[src/rtl/result_pipe.sv]
// result_pipe: back-end result pipeline (EXE -> MEM -> WRB).
//
// Carries each issued instruction's destination descriptor and result through
// the EXE, MEM and WRB stages. The DEC bypass/stall logic reads the per-stage
// outputs, and the register-file write port is driven from WRB.
//
// Optional feature: define RESULT_PIPE_PERF_EN to add the retire and bubble
// performance counters (perf_retire_cnt_o, perf_bubble_cnt_o).
//
// Ports:
//   clk, rst_n            core clock (rising edge), async active-low reset
//   dec_*_i               DEC-stage instruction descriptor and stall/kill
//   exe_alu_result_i      EXE computed result (ALU/CSR mux)
//   mem_load_data_i       load data returned in MEM, valid only while not busy
//   mem_busy_i            data memory not ready; freezes EXE/MEM/WRB
//   exe_*_o, mem_*_o,
//   wrb_*_o               per-stage destination, write enable and result
//   rf_w*_o               register-file write port
//   perf_*_o              performance counters (RESULT_PIPE_PERF_EN only)
//   pipe_freeze_o         tells the front end to hold (equals mem_busy_i)
module result_pipe #(
  parameter int unsigned XLEN = 32,
  parameter int unsigned RA_W = 5
) (
  input  logic            clk,
  input  logic            rst_n,
  // DEC side
  input  logic            dec_valid_i,
  input  logic [RA_W-1:0] dec_rd_i,
  input  logic            dec_rd_wenb_i,
  input  logic            dec_load_i,
  input  logic            dec_csr_i,
  input  logic            dec_stall_i,
  input  logic            dec_kill_i,
  // Datapath inputs
  input  logic [XLEN-1:0] exe_alu_result_i,
  input  logic [XLEN-1:0] mem_load_data_i,
  input  logic            mem_busy_i,
  // EXE stage
  output logic [RA_W-1:0] exe_rd_o,
  output logic            exe_rd_wenb_o,
  output logic [XLEN-1:0] exe_result_o,
  output logic            exe_load_o,
  output logic            exe_csr_o,
  // MEM stage
  output logic [RA_W-1:0] mem_rd_o,
  output logic            mem_rd_wenb_o,
  output logic [XLEN-1:0] mem_result_o,
  // WRB stage
  output logic [RA_W-1:0] wrb_rd_o,
  output logic            wrb_rd_wenb_o,
  output logic [XLEN-1:0] wrb_result_o,
  // Register-file write port
  output logic            rf_wenb_o,
  output logic [RA_W-1:0] rf_waddr_o,
  output logic [XLEN-1:0] rf_wdata_o,
`ifdef RESULT_PIPE_PERF_EN
  output logic [31:0]     perf_retire_cnt_o,
  output logic [31:0]     perf_bubble_cnt_o,
`endif
  output logic            pipe_freeze_o
);

  logic advance;
  logic dec_accept;

  // EXE stage state
  logic            exe_valid_q, exe_valid_d;
  logic [RA_W-1:0] exe_rd_q,    exe_rd_d;
  logic            exe_wenb_q,  exe_wenb_d;
  logic            exe_load_q,  exe_load_d;
  logic            exe_csr_q,   exe_csr_d;

  // MEM stage state
  logic            mem_valid_q, mem_valid_d;
  logic [RA_W-1:0] mem_rd_q,    mem_rd_d;
  logic            mem_wenb_q,  mem_wenb_d;
  logic            mem_load_q,  mem_load_d;
  logic [XLEN-1:0] mem_alu_q,   mem_alu_d;
  logic [XLEN-1:0] mem_result;

  // WRB stage state
  logic            wrb_valid_q,  wrb_valid_d;
  logic [RA_W-1:0] wrb_rd_q,     wrb_rd_d;
  logic            wrb_wenb_q,   wrb_wenb_d;
  logic [XLEN-1:0] wrb_result_q, wrb_result_d;

  // A busy data memory stalls every back-end stage at once.
  assign advance    = ~mem_busy_i;
  assign dec_accept = dec_valid_i & ~dec_stall_i & ~dec_kill_i;

  // Load data only exists in MEM, so the MEM result is muxed here rather than captured.
  assign mem_result = mem_load_q ? mem_load_data_i : mem_alu_q;

  always_comb begin
    // Hold by default (freeze).
    exe_valid_d  = exe_valid_q;
    exe_rd_d     = exe_rd_q;
    exe_wenb_d   = exe_wenb_q;
    exe_load_d   = exe_load_q;
    exe_csr_d    = exe_csr_q;
    mem_valid_d  = mem_valid_q;
    mem_rd_d     = mem_rd_q;
    mem_wenb_d   = mem_wenb_q;
    mem_load_d   = mem_load_q;
    mem_alu_d    = mem_alu_q;
    wrb_valid_d  = wrb_valid_q;
    wrb_rd_d     = wrb_rd_q;
    wrb_wenb_d   = wrb_wenb_q;
    wrb_result_d = wrb_result_q;

    if (advance) begin
      // Stalled or killed DEC instructions become a fully cleared bubble.
      exe_valid_d = dec_accept;
      exe_rd_d    = dec_accept ? dec_rd_i : '0;
      // Writes to x0 are dropped at entry so bypass can never match x0.
      exe_wenb_d  = dec_accept & dec_rd_wenb_i & (dec_rd_i != '0);
      exe_load_d  = dec_accept & dec_load_i;
      exe_csr_d   = dec_accept & dec_csr_i;

      mem_valid_d = exe_valid_q;
      mem_rd_d    = exe_rd_q;
      mem_wenb_d  = exe_wenb_q;
      mem_load_d  = exe_load_q;
      mem_alu_d   = exe_alu_result_i;

      wrb_valid_d  = mem_valid_q;
      wrb_rd_d     = mem_rd_q;
      wrb_wenb_d   = mem_wenb_q;
      wrb_result_d = mem_result;
    end
  end

  always_ff @(posedge clk or negedge rst_n) begin
    if (!rst_n) begin
      exe_valid_q  <= 1'b0;
      exe_rd_q     <= '0;
      exe_wenb_q   <= 1'b0;
      exe_load_q   <= 1'b0;
      exe_csr_q    <= 1'b0;
      mem_valid_q  <= 1'b0;
      mem_rd_q     <= '0;
      mem_wenb_q   <= 1'b0;
      mem_load_q   <= 1'b0;
      mem_alu_q    <= '0;
      wrb_valid_q  <= 1'b0;
      wrb_rd_q     <= '0;
      wrb_wenb_q   <= 1'b0;
      wrb_result_q <= '0;
    end else begin
      exe_valid_q  <= exe_valid_d;
      exe_rd_q     <= exe_rd_d;
      exe_wenb_q   <= exe_wenb_d;
      exe_load_q   <= exe_load_d;
      exe_csr_q    <= exe_csr_d;
      mem_valid_q  <= mem_valid_d;
      mem_rd_q     <= mem_rd_d;
      mem_wenb_q   <= mem_wenb_d;
      mem_load_q   <= mem_load_d;
      mem_alu_q    <= mem_alu_d;
      wrb_valid_q  <= wrb_valid_d;
      wrb_rd_q     <= wrb_rd_d;
      wrb_wenb_q   <= wrb_wenb_d;
      wrb_result_q <= wrb_result_d;
    end
  end

  // Stage outputs
  assign exe_rd_o      = exe_rd_q;
  assign exe_rd_wenb_o = exe_wenb_q;
  assign exe_result_o  = exe_alu_result_i;
  assign exe_load_o    = exe_load_q;
  assign exe_csr_o     = exe_csr_q;

  assign mem_rd_o      = mem_rd_q;
  assign mem_rd_wenb_o = mem_wenb_q;
  assign mem_result_o  = mem_result;

  assign wrb_rd_o      = wrb_rd_q;
  assign wrb_rd_wenb_o = wrb_wenb_q;
  assign wrb_result_o  = wrb_result_q;

  // Gating with advance means a frozen WRB entry commits exactly once, on release.
  assign rf_wenb_o  = wrb_wenb_q & wrb_valid_q & advance;
  assign rf_waddr_o = wrb_rd_q;
  assign rf_wdata_o = wrb_result_q;

  assign pipe_freeze_o = mem_busy_i;

`ifdef RESULT_PIPE_PERF_EN
  logic [31:0] perf_retire_q, perf_retire_d;
  logic [31:0] perf_bubble_q, perf_bubble_d;

  always_comb begin
    perf_retire_d = perf_retire_q;
    perf_bubble_d = perf_bubble_q;
    if (advance & wrb_valid_q) begin
      perf_retire_d = perf_retire_q + 32'd1;
    end
    // Only a real DEC instruction turned into a bubble counts.
    if (advance & (dec_stall_i | dec_kill_i) & dec_valid_i) begin
      perf_bubble_d = perf_bubble_q + 32'd1;
    end
  end

  always_ff @(posedge clk or negedge rst_n) begin
    if (!rst_n) begin
      perf_retire_q <= '0;
      perf_bubble_q <= '0;
    end else begin
      perf_retire_q <= perf_retire_d;
      perf_bubble_q <= perf_bubble_d;
    end
  end

  assign perf_retire_cnt_o = perf_retire_q;
  assign perf_bubble_cnt_o = perf_bubble_q;
`endif

endmodule

[config.mk]
export PLATFORM = sky130hd
export DESIGN_NAME = result_pipe
export DESIGN_NICKNAME = d
export VERILOG_FILES = /design/src/rtl/result_pipe.sv
export SDC_FILE = /design/constraint.sdc
export NUM_CORES = 1
export LEC_CHECK = 0
export BUFFER_PORTS_ARGS = -buffer_cell sky130_fd_sc_hd__buf_2
export CAP_MARGIN = 10
export CORE_MARGIN = 5
export CORE_UTILIZATION = 41
export DETAILED_ROUTE_END_ITERATION = 8
export GPL_TIMING_DRIVEN = 0
export PLACE_DENSITY = 0.87
export SYNTH_ARGS = -nofsm -noshare
export SYNTH_HDL_FRONTEND = slang
export SYNTH_SLANG_ARGS = --single-unit
[constraint.sdc]
create_clock -name clk -period 1.29 [get_ports clk]
set_clock_uncertainty 0.05 [all_clocks]
set_input_delay 0.129 -clock clk [delete_from_list [all_inputs] [get_ports clk]]
set_output_delay 0.129 -clock clk [all_outputs]
set_load 0.02 [all_outputs]
### After elaboration in Yosys (flattened, before gate mapping)

Cells that the tools add are included.
Widths: inputs -> output; s select.

* bits of input ports: 78
* memories: 0
* bits in latches: 0
* RAM bits: 0
* register bits: 88
* bits in read-only memories: 0

* add/sub/neg operators: 0
* multiply operators: 0
* divide/modulo/power cells: 0
* eq/ne operators: 0
* mux-type cells: 2
* shift-type cells: 0
* bitwise gates (word level): 11
* magnitude comparators: 0
* reductions and logical operators: 1

Operators by type and width (number)
* $mux 32: 1
* $and 1x1->1: 8
* $mux 5: 1
* $reduce_bool 5->1: 1
* $not 1->1: 3

### Longest topological paths before layout

Gate-level depths: netlist of run 1.

* depth after elaboration: 5
* depth in mapped cells: 4
* gate-level depth less buffers: 3

### Least setup slack after synthesis of run 1

No wires, ideal clock.

* path kind: register to register
* start point: reg mem_load_q
* end point: reg wrb_result_q[10] (netlist: rf_wdata_o[10])
* buffers on the path: 2
* period minus slack after synthesis: 1.398 ns
* required time: 1.115 ns
* stages on the path, launching flop included: 5
* slack: -0.108 ns
* arrival time: 1.224 ns
* cells stage by stage: dfrtp_1 > buf_6 > buf_12 > mux2_4 > mux2_2

* longest elaborated chain between the ends: 1

RTL lines
* start, declared: line 78 `logic mem_load_q, mem_load_d;`
* start signal, assigned: line 159 `mem_load_q <= mem_load_d;`
* $mux 32: line 93 `assign mem_result = mem_load_q ? mem_load_data_i : mem_alu_q;`
* via mem_result_o[10]: line 48 `output logic [XLEN-1:0] mem_result_o,`
* end signal, assigned: line 164 `wrb_result_q <= wrb_result_d;`
* end, declared: line 86 `logic [XLEN-1:0] wrb_result_q, wrb_result_d;`

The timed path passes the listed nets, and every way through them passes these cells.
A chain may end at the register's enable or synchronous reset.

### Worst setup path after layout of run 1

* start point: reg mem_load_q
* end point: out mem_result_o[19]

* longest elaborated chain between the ends: 1

RTL lines (line)
* $mux 32: 93
* end, declared: 48

No other way between the ends.

==> results of run 1 <==
[cell type report]
type	instances	area [µm²]	area share (%)
Sequential cell	88	2200	33.7
Timing Repair Buffer	275	1800	27.6
Multi-Input combinational cell	126	1500	22.9
Buffer	84	652	9.97
Tap cell	136	170	2.60
Clock buffer	13	149	2.28
Clock inverter	3	65.1	0.995
[registers in the layout, indices dropped and copies added, names as in the netlist, 5 cells and up]
signal,flops
mem_alu_q,32
rf_wdata_o,32
exe_rd_o,5
mem_rd_o,5
rf_waddr_o,5
[layer usage]
metal  share of wire [%]  vias up  routed length [µm]
li1                    -     1536                   -
met1                  35     1613                4290
met2                  55      164                6830
met3                 7.9       29                 977
met4                 2.7        0                 336
met5                   0        -                   0
[worst paths after layout]
| check | start | to | slack (ns) | depth (start not counted) |
|---|---|---|---|---|
| setup / recovery | mem_load_q | mem_result_o[19] | -0.37 | 4 |
| setup reg to reg | mem_load_q | rf_wdata_o[13] | -0.14 | 4 |
| min in group asynchronous | rst_n | rf_wdata_o[6] | 0.27 | 2 |
| max in group asynchronous | rst_n | rf_wdata_o[30] | 0.28 | 3 |
| hold reg to reg | exe_valid_q | exe_valid_q | 0.44 | 1 |
| hold / removal | dec_kill_i | exe_valid_q | 0.09 | 3 |
[worst reg2reg max path: cells and delay by family, from the launching register on]
kind | cells | cell delay [ns]
muxes | 2 | 0.59
DFF | 1 | 0.38
buffers and inverters | 2 | 0.29
[kinds of logic (layout without fill, tap and decap cells)]
group / Yosys count / in the layout
compound gates: 9 / 9
buf+inv: 84 / 375
flops: 88 / 88
mux: 111 / 111
simple gates: 6 / 6
[cell usage after synthesis]
| cell type | instances | share of area, % |
|---|---|---|
| a21o_1 | 1 | 0.17 |
| a22o_1 | 7 | 1.4 |
| a32o_1 | 1 | 0.23 |
| buf_12 | 3 | 1.4 |
| buf_2 | 10 | 1.2 |
| buf_4 | 70 | 12 |
| buf_6 | 1 | 0.26 |
| dfrtp_1 | 88 | 51 |
| mux2_2 | 82 | 21 |
| mux2_4 | 29 | 10 |
| nand2_1 | 2 | 0.17 |
| nor2_1 | 2 | 0.17 |
| nor3_1 | 1 | 0.12 |
| nor4b_4 | 1 | 0.55 |
[power groups by stage]
stage          sequential [W]  combinational [W]  clock (W)
6_report              0.00327            0.00281    0.00206
5_1_grt               0.00332            0.00297    0.00223
4_1_cts               0.00327            0.00277    0.00210
3_5_place_dp          0.00333            0.00253          0
3_3_place_gp          0.00330            0.00246          0
2_1_floorplan         0.00353            0.00142          0
[per-stage QoR]
stage	setup slack [ns]	util [%]	cells	total power [W]	TNS (ns)
after floorplan	-0.108	-	298	0.00495	-3.13
after global placement	-0.671	54.8	665	0.00576	-61.97
after detailed placement	-0.130	55.1	666	0.00586	-3.78
after CTS	-0.391	63.0	726	0.00815	-15.55
after global routing	-0.421	63.3	725	0.00852	-16.98
final	-0.366	63.3	725	0.00814	-14.58
[repair_timing]
item                                    4_1_cts  5_1_grt
gates resized for setup                      54       13
buffers inserted                              3        0
hold endpoints to repair                     81        0
endpoints found under the setup margin       62       66
cloned                                        0        0
hold buffers                                 41        0
==> flow_metrics.env, run 1 <==
export IMPL_outcome="finished, violations left"
export IMPL_violations="negative setup slack"
export IMPL_mostFrequentLayoutCells="buf_2 (207), dfrtp_1 (88), mux2_2 (78)"
export IMPL_setup_viol=64
export IMPL_synth_nets=376
export IMPL_drtIter0Drc=153
export IMPL_grt_pass1_wl_mm=19.2
export IMPL_grt_busiest_layer="met2"
export IMPL_holdCritPathClass="input port to flip-flop"
export IMPL_avgViaCountPerCell=4.61
export IMPL_cts_tree="built"
export IMPL_yosysSeqAreaShare_pct=50.9
export IMPL_ant_nets=0
export IMPL_drv_slew=0
export IMPL_postSynthAreaPerCell_um2=14.5
export IMPL_path_buf_inv=3
export IMPL_drtPass1Iterations=4
export IMPL_synth_compound_area_share_pct=1.82
export IMPL_wirelength_mm=12.4
export IMPL_drc_errors=0
export IMPL_fp_dieH_um=113
export IMPL_overflow=0
export IMPL_grt_util_met2_pct=36.5
export IMPL_power_frac_clock_pct=25.3
export IMPL_avgRoutedWirePerCell_um=17.2
export IMPL_seqPwrFrac_pct=40.2
export IMPL_min_period_ns=1.66
export IMPL_synth_top_family_by_area="multiplexers"
export IMPL_max_stage_delay_ns=0.38
export IMPL_synthCells=298
export IMPL_cp_top_family="buffers and inverters"
export IMPL_n_fill_cell=766
export IMPL_maxCapViolCount=0
export IMPL_track_usage_pct=19.0
export IMPL_rsz0062_at_grt="yes"
export IMPL_dieArea_um2=12700
export IMPL_power_static_leakage_nw=3.43
export IMPL_synthesis_area_um2=4330
export IMPL_clock_path_buffers=2
export IMPL_setup_worst_path_start_class="flip-flop"
export IMPL_synth_mux_area_share_pct=31.4
export IMPL_worst_slack_ns=-0.366
export IMPL_num_vias=3342
export IMPL_clk_pin_slew_worst_paths_ns=0.08
export IMPL_whs_ns=0.0863
export IMPL_ys_warnings_count=0
export IMPL_min_period_over_period_pct=128
export IMPL_io_pins=233
export IMPL_grt_pass1_vias=3746
export IMPL_path_cells="buf_6, buf_12, mux2_4, buf_2"
export IMPL_synth_xor_area_share_pct=0
export IMPL_slew_headroom_pct=62.3
export IMPL_fp_coreArea_um2=10300
export IMPL_clock_sinks=88
export IMPL_gp_congestion=0.862
export IMPL_use_met3_pct=5.67
export IMPL_fmax_ghz=0.604
export IMPL_num_rows=37
export IMPL_grtUsageMet1_pct=19.2
export IMPL_final_cell_area_um2=6540
export IMPL_pwr_share_comb_pct=34.5
export IMPL_crit_slowest_cell="dfrtp_1"
export IMPL_ys_seq_elements=88
export IMPL_grt_max_degree=48
export IMPL_antenna_found_initial=0
export IMPL_worst_setup_path_type="flip-flop to primary output"
export IMPL_swShare_pct=31.0
export IMPL_synthAdderAreaFrac_pct=0
export IMPL_layout_drive_gt1_share_pct=75.2
export IMPL_die_w_um=113
export IMPL_ir_drop_mv=0.618
export IMPL_hpwl_mm=8.74
export IMPL_finalHoldViolations=0
export IMPL_power_density_nw_per_um2=1250
export IMPL_htree_levels=3
export IMPL_cts_root_buf="clkbuf_8"
export IMPL_cts_inserted_buffers=9
export IMPL_diodes=0
export IMPL_cp_end_kind="primary output"
export IMPL_required_ns=1.11
export IMPL_port_buffers=231
export IMPL_clk_latency_ns=0.34
export IMPL_worstPathMaxFanout=10
export IMPL_internal_power_w=0.00562
export IMPL_worst_slew_pin_slew_ns=0.565
export IMPL_fin_nets=662
export IMPL_start_util_pct=41.9
export IMPL_layout_commonest_cell="buf_2"
export IMPL_syn2layout_area_growth_pct=51.0
export IMPL_crit_arrival_ns=1.48
export IMPL_yosys_cell_types_count=14
export IMPL_netSwitchingPower_w=0.00253
export IMPL_yosys_area_share_simple_pct=1.01
export IMPL_place_area_um2=5690
No activity file was read; power rests on OpenSTA's default activity.
==> run 2, diff against run 1 <==
--- a/config.mk
+++ b/config.mk
@@ -7,11 +7,14 @@
 export LEC_CHECK = 0
 export BUFFER_PORTS_ARGS = -buffer_cell sky130_fd_sc_hd__buf_2
 export CAP_MARGIN = 10
+export CELL_PAD_IN_SITES_DETAIL_PLACEMENT = 0
+export CELL_PAD_IN_SITES_GLOBAL_PLACEMENT = 1
 export CORE_MARGIN = 5
-export CORE_UTILIZATION = 41
+export CORE_UTILIZATION = 31
 export DETAILED_ROUTE_END_ITERATION = 8
 export GPL_TIMING_DRIVEN = 0
-export PLACE_DENSITY = 0.87
+export PLACE_DENSITY = 0.86
+export RECOVER_POWER = 50
 export SYNTH_ARGS = -nofsm -noshare
 export SYNTH_HDL_FRONTEND = slang
 export SYNTH_SLANG_ARGS = --single-unit
==> run 2 against run 1 <==
Final cell count increased by 5.9%. Count of clock-buffer cells in the layout unchanged. Sequential cell count unchanged. Sequential share of layout area decreased by 0.41 points. Setup slack improved by 0.022 ns. Design area increased by 1.2%. Die area increased by 29%. Clock power increased by 22%. The flow still finishes with violations (negative setup slack).
==> flow_metrics.env, run 2 (synthesized netlist as in run 1, its figures left out) <==
export IMPL_path_cells="buf_6, buf_12, mux2_4, buf_6"
export IMPL_path_buf_inv=3
export IMPL_num_vias=3278
export IMPL_min_period_ns=1.63
export IMPL_clk_pin_slew_worst_paths_ns=0.07
export IMPL_required_ns=1.11
export IMPL_crit_slowest_cell="dfrtp_1"
export IMPL_ant_nets=0
export IMPL_violations="negative setup slack"
export IMPL_holdCritPathClass="input port to flip-flop"
export IMPL_drtPass1Iterations=4
export IMPL_met2WireLength_mm=6.09
export IMPL_clock_path_buffers=2
export IMPL_avgViaCountPerCell=4.27
export IMPL_finalHoldViolations=0
export IMPL_crit_arrival_ns=1.46
export IMPL_ir_drop_mv=0.590
export IMPL_seqPwrFrac_pct=38.4
export IMPL_avgRoutedWirePerCell_um=15.1
export IMPL_maxCapViolCount=0
export IMPL_drv_slew=0
export IMPL_clock_sinks=88
export IMPL_grt_pass1_vias=3432
export IMPL_place_area_um2=5740
export IMPL_port_buffers=231
export IMPL_setup_viol=65
export IMPL_antenna_found_initial=0
export IMPL_dieArea_um2=16400
export IMPL_diodes=0
export IMPL_netSwitchingPower_w=0.00262
export IMPL_track_usage_pct=13.8
export IMPL_gp_congestion=0.811
export IMPL_mostFrequentLayoutCells="buf_2 (167), dfrtp_1 (88), buf_4 (77)"
export IMPL_worst_setup_path_type="flip-flop to primary output"
export IMPL_power_density_nw_per_um2=1290
export IMPL_rsz0062_at_grt="yes"
export IMPL_num_rows=43
export IMPL_syn2layout_area_growth_pct=52.8
export IMPL_hpwl_mm=8.74
export IMPL_drtIter0Drc=98
export IMPL_fp_dieH_um=128
export IMPL_cts_tree="built"
export IMPL_fmax_ghz=0.612
export IMPL_overflow=0
export IMPL_fin_nets=661
export IMPL_post_route_util_pct=48.1
export IMPL_min_period_over_period_pct=127
export IMPL_layout_drive_gt1_share_pct=70.1
export IMPL_slew_headroom_pct=46.5
export IMPL_cp_top_family="buffers and inverters"
export IMPL_worst_slew_pin_slew_ns=0.801
export IMPL_cp_startpoint="mem_load_q"
export IMPL_min_from="exe_alu_result_i[4]"
export IMPL_wirelength_mm=11.6
export IMPL_power_static_leakage_nw=3.34
export IMPL_final_cell_area_um2=6620
export IMPL_clk_latency_ns=0.34
export IMPL_worst_slack_ns=-0.344
export IMPL_htree_levels=3
export IMPL_highest_layer="met4"
export IMPL_cpMostUsedCell="buf_6"
export IMPL_power_frac_clock_pct=29.4
export IMPL_io_pins=233
export IMPL_worstPathMaxFanout=10
export IMPL_cts_root_buf="clkbuf_16"
export IMPL_setup_worst_path_start_class="flip-flop"
export IMPL_fp_coreArea_um2=13800
export IMPL_cp_end_kind="primary output"
export IMPL_swShare_pct=30.7
export IMPL_die_w_um=128
export IMPL_internal_power_w=0.00592
export IMPL_m1WireLength_mm=4.45
export IMPL_dp_cells=710
export IMPL_start_util_pct=31.4
export IMPL_outcome="finished, violations left"
export IMPL_layout_commonest_cell="buf_2"
export IMPL_r2r_start="mem_load_q"
export IMPL_p_total_w=0.00853
export IMPL_final_cells=768
export IMPL_grt_pass1_wl_mm=17.9
export IMPL_drc_errors=0
export IMPL_cts_inserted_buffers=9
export IMPL_pwr_share_comb_pct=32.1
export IMPL_met3_length_um=884
export IMPL_max_stage_delay_ns=0.37
export IMPL_grt_max_degree=46
[run 2: cell types whose count changed in the layout (fill, tap and decap cells not counted), moves of 2 or more]
cell           change
clkbuf_1          +34
bufinv_16          -2
mux2_4             +2
clkbuf_2           +3
buf_6              +2
dlygate4sd3_1      -3
buf_2             -40
mux2_2             -2
clkbuf_16          +9
clkinv_4           +2
clkbuf_8           -7
[run 2: metrics by stage]
step           setup TNS [ns]  worst slack, ns  hold slack (ns)
3_5_place_dp            -4.37           -0.129            0.126
2_1_floorplan           -3.13           -0.108           -0.217
3_3_place_gp           -68.43           -0.737            0.299
4_1_cts                -15.06           -0.374          0.00121
5_1_grt                -16.80           -0.383          0.00879
6_report               -14.35           -0.344           0.0105
[run 2: per-layer routing]
metal,GRT usage (%),up-vias
li1,-,1538
met1,15.7,1594
met2,24.9,135
met3,3.62,11
met4,4.49,0
met5,0,-
[run 2: timing repair]
item / in CTS / in global routing
resized for setup: 63 / 10
setup buffers: 4 / 1
setup endpoints to repair: 63 / 65
hold buffers: 37 / 0
endpoints found under the hold margin: 79 / 0
[run 2: final timing paths]
kind	endpoint	slack (ns)	cells past startpoint
min in group asynchronous	mem_alu_q[5]	0.33	2
max in group asynchronous	mem_alu_q[28]	0.21	3
min	mem_alu_q[4]	0.01	2
min reg2reg	exe_valid_q	0.43	1
max reg2reg	rf_wdata_o[12]	-0.25	5
max	mem_result_o[12]	-0.34	4
[run 2: final cells by class]
class,count,area (µm²)
clock buffer,13,270
clock inverter,3,25.0
fill,1250,7150
multi-input combinational,126,1500
tap,180,225
timing repair buffer,274,1750
sequential,88,2200
buffer,84,648
[run 2: power by group through the flow]
stage / clock network [W] / logic (W) / registers, W
floorplan: 0 / 0.00142 / 0.00353
global placement: 0 / 0.00248 / 0.00330
detailed placement: 0 / 0.00252 / 0.00333
CTS: 0.00260 / 0.00279 / 0.00328
global route: 0.00270 / 0.00292 / 0.00332
finish: 0.00251 / 0.00274 / 0.00328
